==> src/rtl/sid_dac_pkg.sv <==
// rtl/sid_dac_pkg.sv - SID DAC coefficient tables, state type and width check
package sid_dac_pkg;

    // Half-LSB rounding bias preloaded into the accumulator (4 fraction bits).
    localparam int ACC_BIAS = 8;

    localparam logic [11:0] SID_COEF8 [8] = '{
        12'h01d, 12'h02a, 12'h04b, 12'h08d,
        12'h110, 12'h20e, 12'h3fb, 12'h7b8
    };

    // 2R/R = 2.20 ladder without termination resistor, 4 fraction bits.
    localparam logic [15:0] SID_COEF12 [12] = '{
        16'h001d, 16'h002a, 16'h004b, 16'h008d,
        16'h0110, 16'h020e, 16'h03fb, 16'h07b8,
        16'h0f64, 16'h1ebe, 16'h3d54, 16'h7b84
    };

    typedef enum logic {
        ST_IDLE = 1'b0,
        ST_RUN  = 1'b1
    } dac_state_e;

    function automatic bit legal_width(input int w);
        return (w == 8) || (w == 12);
    endfunction

endpackage

==> src/rtl/sid_dac_mc_if.sv <==
// rtl/sid_dac_mc_if.sv - request/result bundle between requesters and the shared DAC
interface sid_dac_mc_if #(
    parameter int WIDTH    = 8,
    parameter int CHANNELS = 3
);
    localparam int CH_W = (CHANNELS > 1) ? $clog2(CHANNELS) : 1;

    logic                         iStart;
    logic [CH_W-1:0]              iChan;
    logic [WIDTH-1:0]             iIn;
    logic                         oReady;
    logic                         oValid;
    logic [CH_W-1:0]              oChanDone;
    logic [CHANNELS*WIDTH-1:0]    oOut;

    modport master (
        output iStart, iChan, iIn,
        input  oReady, oValid, oChanDone, oOut
    );

    modport slave (
        input  iStart, iChan, iIn,
        output oReady, oValid, oChanDone, oOut
    );

endinterface

==> src/rtl/sid_dac_coef_rom.sv <==
// rtl/sid_dac_coef_rom.sv - combinational bit-index to ladder-weight lookup
module sid_dac_coef_rom
    import sid_dac_pkg::*;
#(
    parameter int WIDTH  = 8,
    parameter int LINEAR = 0,
    parameter int CNT_W  = 4
) (
    input  logic [CNT_W-1:0]  count,
    output logic [WIDTH+3:0]  coef
);
    localparam int ACC_W = WIDTH + 4;

    logic [ACC_W-1:0] lut [WIDTH];

    for (genvar k = 0; k < WIDTH; k++) begin : g_lut
        if (LINEAR != 0) begin : g_lin
            assign lut[k] = ACC_W'(1) << (k + 4);
        end else if (WIDTH == 8) begin : g_tab8
            assign lut[k] = ACC_W'(SID_COEF8[k]);
        end else begin : g_tab12
            assign lut[k] = ACC_W'(SID_COEF12[k]);
        end
    end

    // Indices at or beyond WIDTH never contribute; they read as zero.
    always_comb begin
        coef = '0;
        for (int k = 0; k < WIDTH; k++) begin
            if (count == CNT_W'(k)) begin
                coef = lut[k];
            end
        end
    end

endmodule

==> src/rtl/sid_dac_mc.sv <==
// rtl/sid_dac_mc.sv - time-multiplexed bit-serial SID DAC with per-channel held outputs
module sid_dac_mc
    import sid_dac_pkg::*;
#(
    parameter int WIDTH    = 8,
    parameter int CHANNELS = 3,
    parameter int LINEAR   = 0
) (
    input  logic           clk,
    input  logic           iRst,
    sid_dac_mc_if.slave    bus
);
    localparam int ACC_W = WIDTH + 4;
    localparam int CH_W  = (CHANNELS > 1) ? $clog2(CHANNELS) : 1;
    localparam int CNT_W = $clog2(WIDTH + 1);

    if (!legal_width(WIDTH)) begin : g_width_check
        $error("sid_dac_mc: WIDTH must be 8 or 12");
    end

    dac_state_e                 state_q, state_d;
    logic [WIDTH-1:0]           data_q, data_d;
    logic [CNT_W-1:0]           count_q, count_d;
    logic [ACC_W-1:0]           accum_q, accum_d;
    logic [CH_W-1:0]            chan_q, chan_d;
    logic [CHANNELS*WIDTH-1:0]  out_q, out_d;
    logic                       valid_q, valid_d;
    logic [CH_W-1:0]            done_q, done_d;
    logic [ACC_W-1:0]           coef;
    logic                       chan_ok;

    sid_dac_coef_rom #(
        .WIDTH  (WIDTH),
        .LINEAR (LINEAR),
        .CNT_W  (CNT_W)
    ) u_rom (
        .count  (count_q),
        .coef   (coef)
    );

    assign chan_ok = (int'(bus.iChan) < CHANNELS);

    always_ff @(posedge clk) begin
        if (iRst) begin
            state_q <= ST_IDLE;
            data_q  <= '0;
            count_q <= '0;
            accum_q <= '0;
            chan_q  <= '0;
            out_q   <= '0;
            valid_q <= 1'b0;
            done_q  <= '0;
        end else begin
            state_q <= state_d;
            data_q  <= data_d;
            count_q <= count_d;
            accum_q <= accum_d;
            chan_q  <= chan_d;
            out_q   <= out_d;
            valid_q <= valid_d;
            done_q  <= done_d;
        end
    end

    // Conversion ends as soon as no set bits remain, so latency tracks the MSB.
    always_comb begin
        state_d = state_q;
        data_d  = data_q;
        count_d = count_q;
        accum_d = accum_q;
        chan_d  = chan_q;
        out_d   = out_q;
        valid_d = 1'b0;
        done_d  = done_q;
        case (state_q)
            ST_IDLE: begin
                if (bus.iStart && chan_ok) begin
                    data_d  = bus.iIn;
                    count_d = '0;
                    accum_d = ACC_W'(ACC_BIAS);
                    chan_d  = bus.iChan;
                    state_d = ST_RUN;
                end
            end
            ST_RUN: begin
                if (data_q != '0) begin
                    if (data_q[0]) begin
                        accum_d = accum_q + coef;
                    end
                    data_d  = data_q >> 1;
                    count_d = count_q + CNT_W'(1);
                end else begin
                    out_d[int'(chan_q)*WIDTH +: WIDTH] = accum_q[ACC_W-1:4];
                    valid_d = 1'b1;
                    done_d  = chan_q;
                    state_d = ST_IDLE;
                end
            end
            default: state_d = ST_IDLE;
        endcase
    end

    assign bus.oReady    = (state_q == ST_IDLE);
    assign bus.oValid    = valid_q;
    assign bus.oChanDone = done_q;
    assign bus.oOut      = out_q;

endmodule

==> src/flat_wrapper.sv <==
// flat-port wrapper written by rule: the top's interface ports become plain ports
module sid_dac_mc_flat import sid_dac_pkg::*;
#(
    parameter int WIDTH    = 8,
    parameter int CHANNELS = 3,
    parameter int LINEAR   = 0
)
  (clk, iRst, bus_iStart, bus_iChan, bus_iIn, bus_oReady, bus_oValid, bus_oChanDone, bus_oOut);
  sid_dac_mc_if #(.WIDTH(WIDTH), .CHANNELS(CHANNELS)) bus_i ();
  input  logic clk;
  input  logic iRst;
  input wire logic [$bits(bus_i.iStart)-1:0] bus_iStart;
  input wire logic [$bits(bus_i.iChan)-1:0] bus_iChan;
  input wire logic [$bits(bus_i.iIn)-1:0] bus_iIn;
  output wire logic [$bits(bus_i.oReady)-1:0] bus_oReady;
  output wire logic [$bits(bus_i.oValid)-1:0] bus_oValid;
  output wire logic [$bits(bus_i.oChanDone)-1:0] bus_oChanDone;
  output wire logic [$bits(bus_i.oOut)-1:0] bus_oOut;
  assign bus_i.iStart = bus_iStart;
  assign bus_i.iChan = bus_iChan;
  assign bus_i.iIn = bus_iIn;
  assign bus_oReady = bus_i.oReady;
  assign bus_oValid = bus_i.oValid;
  assign bus_oChanDone = bus_i.oChanDone;
  assign bus_oOut = bus_i.oOut;
  sid_dac_mc #(.WIDTH(WIDTH), .CHANNELS(CHANNELS), .LINEAR(LINEAR)) u_core (.clk(clk), .iRst(iRst), .bus(bus_i));
endmodule
==> config.mk <==
export PLATFORM = sky130hd
export DESIGN_NAME = sid_dac_mc_flat
export DESIGN_NICKNAME = d
export VERILOG_FILES = /design/src/rtl/sid_dac_pkg.sv /design/src/rtl/sid_dac_mc_if.sv /design/src/rtl/sid_dac_coef_rom.sv /design/src/rtl/sid_dac_mc.sv /design/src/flat_wrapper.sv
export SDC_FILE = /design/constraint.sdc
export NUM_CORES = 1
export LEC_CHECK = 0
export ABC_CLOCK_PERIOD_IN_PS = 4000
export CELL_PAD_IN_SITES_DETAIL_PLACEMENT = 1
export CELL_PAD_IN_SITES_GLOBAL_PLACEMENT = 2
export CORE_MARGIN = 10
export CORE_UTILIZATION = 32
export DETAILED_ROUTE_END_ITERATION = 10
export PLACE_DENSITY_LB_ADDON = 0.1
export SYNTH_ARGS = -nofsm -noshare
export SYNTH_HDL_FRONTEND = slang
export SYNTH_SLANG_ARGS = --single-unit
==> constraint.sdc <==
create_clock -name clk -period 4 [get_ports clk]
set_clock_uncertainty 0.2 [all_clocks]
set_input_delay 0.4 -clock clk [delete_from_list [all_inputs] [get_ports clk]]
set_output_delay 0.4 -clock clk [all_outputs]
set_load 0.01 [all_outputs]
==> run summary <==
DP Worst Slack - 0.9094 ns
Global route overflow - 0
Area after DPL - 3226 µm²
Proportion of synthesized area in mux cells - 3.248%
Mean Syn Cell Area - 8.431 µm²
Max Fclk - 326.1 MHz
Power density cells - 347.0 nW/µm²
Post-CTS Setup Bufs - 0
Top cell type's share of synthesized area - 38.97%
DIE AREA - 12,790 µm²
Setup TNS - 0 ns
Synth Area in Compound Gates - 19.31%
MaxCap Viol Count - 0
Largest net degree at the start of global routing - 51
Worst-Skew Late Latency - 0.30 ns
Synth Area in XOR/XNOR - 2.842%
Clock Pin Slew Worst Setup and Hold Paths - 0.09 ns
Worst-margin pin slew - 0.9648 ns
Endpoints failing setup - 0
Fin nets - 394
Longest Clk Path Bufs - 2
RePlAce Congestion - 0.8114
RSZ-0062 raised after global routing - false
Critical path startpoint category - flip-flop
Antenna-violating nets left - 0
First-pass GRT wire length - 12.51 mm
Rows - 33
Synth area leader - dfxtp_1
Slew Viols, Final - 0
Yosys warnings - 0
Synth Instances - 329
Dpl cells - 459
TritonCTS Buffers - 5
Core Footprint - 8341 µm²
Top_reg_cell synth - dfxtp_1
Final std cell area, no fill - 3338 µm²
VDD IR max - 0.0001466 V
Status - finished clean
R2R Path Start - u_core.count_q[0]
Crit. End Element - flip-flop
Hold slack final - 0.2564 ns
Hold Fails Final Rpt - 0
Via Count - 2,400
Synthesis-stage register bit count - 54
Die Width - 113.1 µm
Initial cell density of the core - 33.26%
# fillers - 1,000
Mapped Nets - 362
Fin crit period - 3.067 ns
Number of clock sinks - 54
Top cells by count, synth - dfxtp_1 (54), a21oi_1 (43), nand2_1 (42)
Global-route usage over all layers - 11.54%
Area Overhead vs Synth - 20.34%
Antenna cells - 0
FFs w/ async S/R, synth - 0%
Fin crit share - 76.67%
I/O Pins - 41
DR iter-0 viols - 69
Max H-tree Level - 2
Slew headroom - 35.68%
Final WS setup - 0.9333 ns
Top post-synthesis cells by area - dfxtp_1 (39%), ha_1 (8.6%), a21oi_1 (7.8%)
Share of cells above drive strength 1 - 4.709%
Largest family of logic cells by synthesized area - simple AND/OR/NAND/NOR gates
CP Data Required Time - 4.00 ns
CP arrival - 3.06 ns
Port bufs - 40
CTS root buffer - clkbuf_8
Hold Path Depth - 2
Post-Synth Simple-Gate Area - 22.82%
Routed wire length - 7.385 mm
Vias per cell - 5.150
EDFF count, synth - 0
Routed WL per cell - 15.85 µm
Reg2Reg Depth - 14
Final non-filler cell total - 466
HP Class - reg2reg
Hold Path End - u_core.bus.oOut[0]
Hold-fix buffers, CTS - 0
Crit Path Category - reg2reg
Most common cell in the synthesized netlist - dfxtp_1
Post-Synth Adder-Cell Area - 9.292%
RR Endpoint - u_core.accum_q[10]
CTS tree - done
Worst-path maximum fanout - 6
Post-synthesis sequential area ratio - 38.97%
Netlist cell types - 43
Post-route DRC - 0
Total iterations of the first detailed-routing run - 3
DP HPWL - 5.546 mm
Static leakage power - 1.241 nW
Antenna violations before repair - 0
Synthesized cell area - 2774 µm²
Die Span Y - 113.1 µm
Resize count post-CTS - 0
Worst hold start - u_core.bus.oOut[0]
R2R setup slack - 0.93 ns
Vias in the first global route - 2,489
[worst max path at each step]
stage	startpoint	end	slack, ns	cells past startpoint
5_1_grt	u_core.count_q[0]	u_core.accum_q[10]	0.60	14
6_report	u_core.count_q[0]	u_core.accum_q[10]	0.93	14
3_5_place_dp	u_core.count_q[0]	u_core.accum_q[10]	0.91	14
4_1_cts	u_core.count_q[0]	u_core.accum_q[10]	0.89	14
3_3_place_gp	u_core.count_q[0]	u_core.accum_q[10]	0.98	14
2_1_floorplan	u_core.count_q[0]	u_core.accum_q[8]	1.13	14
[metal layers]
metal / track usage, % / up-vias / wire length, µm
met5: 0 / - / 0
met4: 2.623 / 0 / 59
met3: 2.905 / 4 / 289
met2: 19.24 / 30 / 3554
li1: - / 1243 / -
met1: 14.59 / 1123 / 3481
[kinds of logic after synthesis]
logic type      count (synthesis)
flops                          54
mux                             9
simple gates                  131
buf+inv                        21
xor+xnor                        9
compound gates                 85
fa+ha+maj                      20
[critical path, stage by stage (launching register included)]
cell and delay, ns:
dfxtp_1 0.42, inv_1 0.09, ha_1 0.21, nor2b_1 0.15, nor2_1 0.09, nor2_1 0.05
a21oi_1 0.12, nor2_1 0.05, ha_1 0.23, fa_1 0.41, a21o_1 0.19, a31o_2 0.27
a31oi_1 0.20, xnor2_1 0.09, a22o_1 0.19
[area by class of cell]
cell class | count | area, µm² | share of cell area, %
Multi-Input combinational cell | 254 | 1595 | 47.79
Sequential cell | 54 | 1081 | 32.38
Timing Repair Buffer | 40 | 395.4 | 11.84
Tap cell | 105 | 131.4 | 3.936
Clock buffer | 6 | 82.58 | 2.474
Clock inverter | 1 | 30.03 | 0.8996
Inverter | 6 | 22.52 | 0.6747
[cells in the final DEF, fill, tap and decap left out, drive strengths merged, types with 4 or more instances in the layout]
master | netlist | layout
a211oi | 9 | 9
a21o | 6 | 6
a21oi | 43 | 43
a22o | 7 | 7
a31oi | 5 | 5
clkbuf | 9 | 6
clkdlybuf4s50 | 0 | 39
dfxtp | 54 | 54
ha | 19 | 19
inv | 6 | 6
mux2i | 9 | 9
nand2 | 42 | 42
nand3 | 34 | 34
nor2 | 30 | 30
nor3 | 4 | 4
nor3b | 5 | 5
o21ai | 4 | 4
xnor2 | 8 | 8
[sequential cells by signal, summed over array words and instances, names as in the netlist]
register and flops:
u_core.chan_q 2, u_core.bus.oChanDone 2, u_core.state_q 1, u_core.count_q 4, u_core.accum_q 12, u_core.bus.oValid 1, u_core.bus.oOut 24, u_core.data_q 8
[per-stage QoR]
step	total power, mW	util (%)
2_1_floorplan	0.7446	-
3_3_place_gp	0.7987	38.67
3_5_place_dp	0.8000	38.67
4_1_cts	1.179	40.02
5_1_grt	1.225	40.02
6_report	1.158	40.02
[power by group]
group          switching, mW  leakage (nW)  total, mW  internal (mW)
sequential            0.0227         0.438      0.579          0.556
combinational          0.121         0.746      0.205         0.0840
clock                  0.174        0.0573      0.375          0.201
Power figures use the tool's default switching activity.
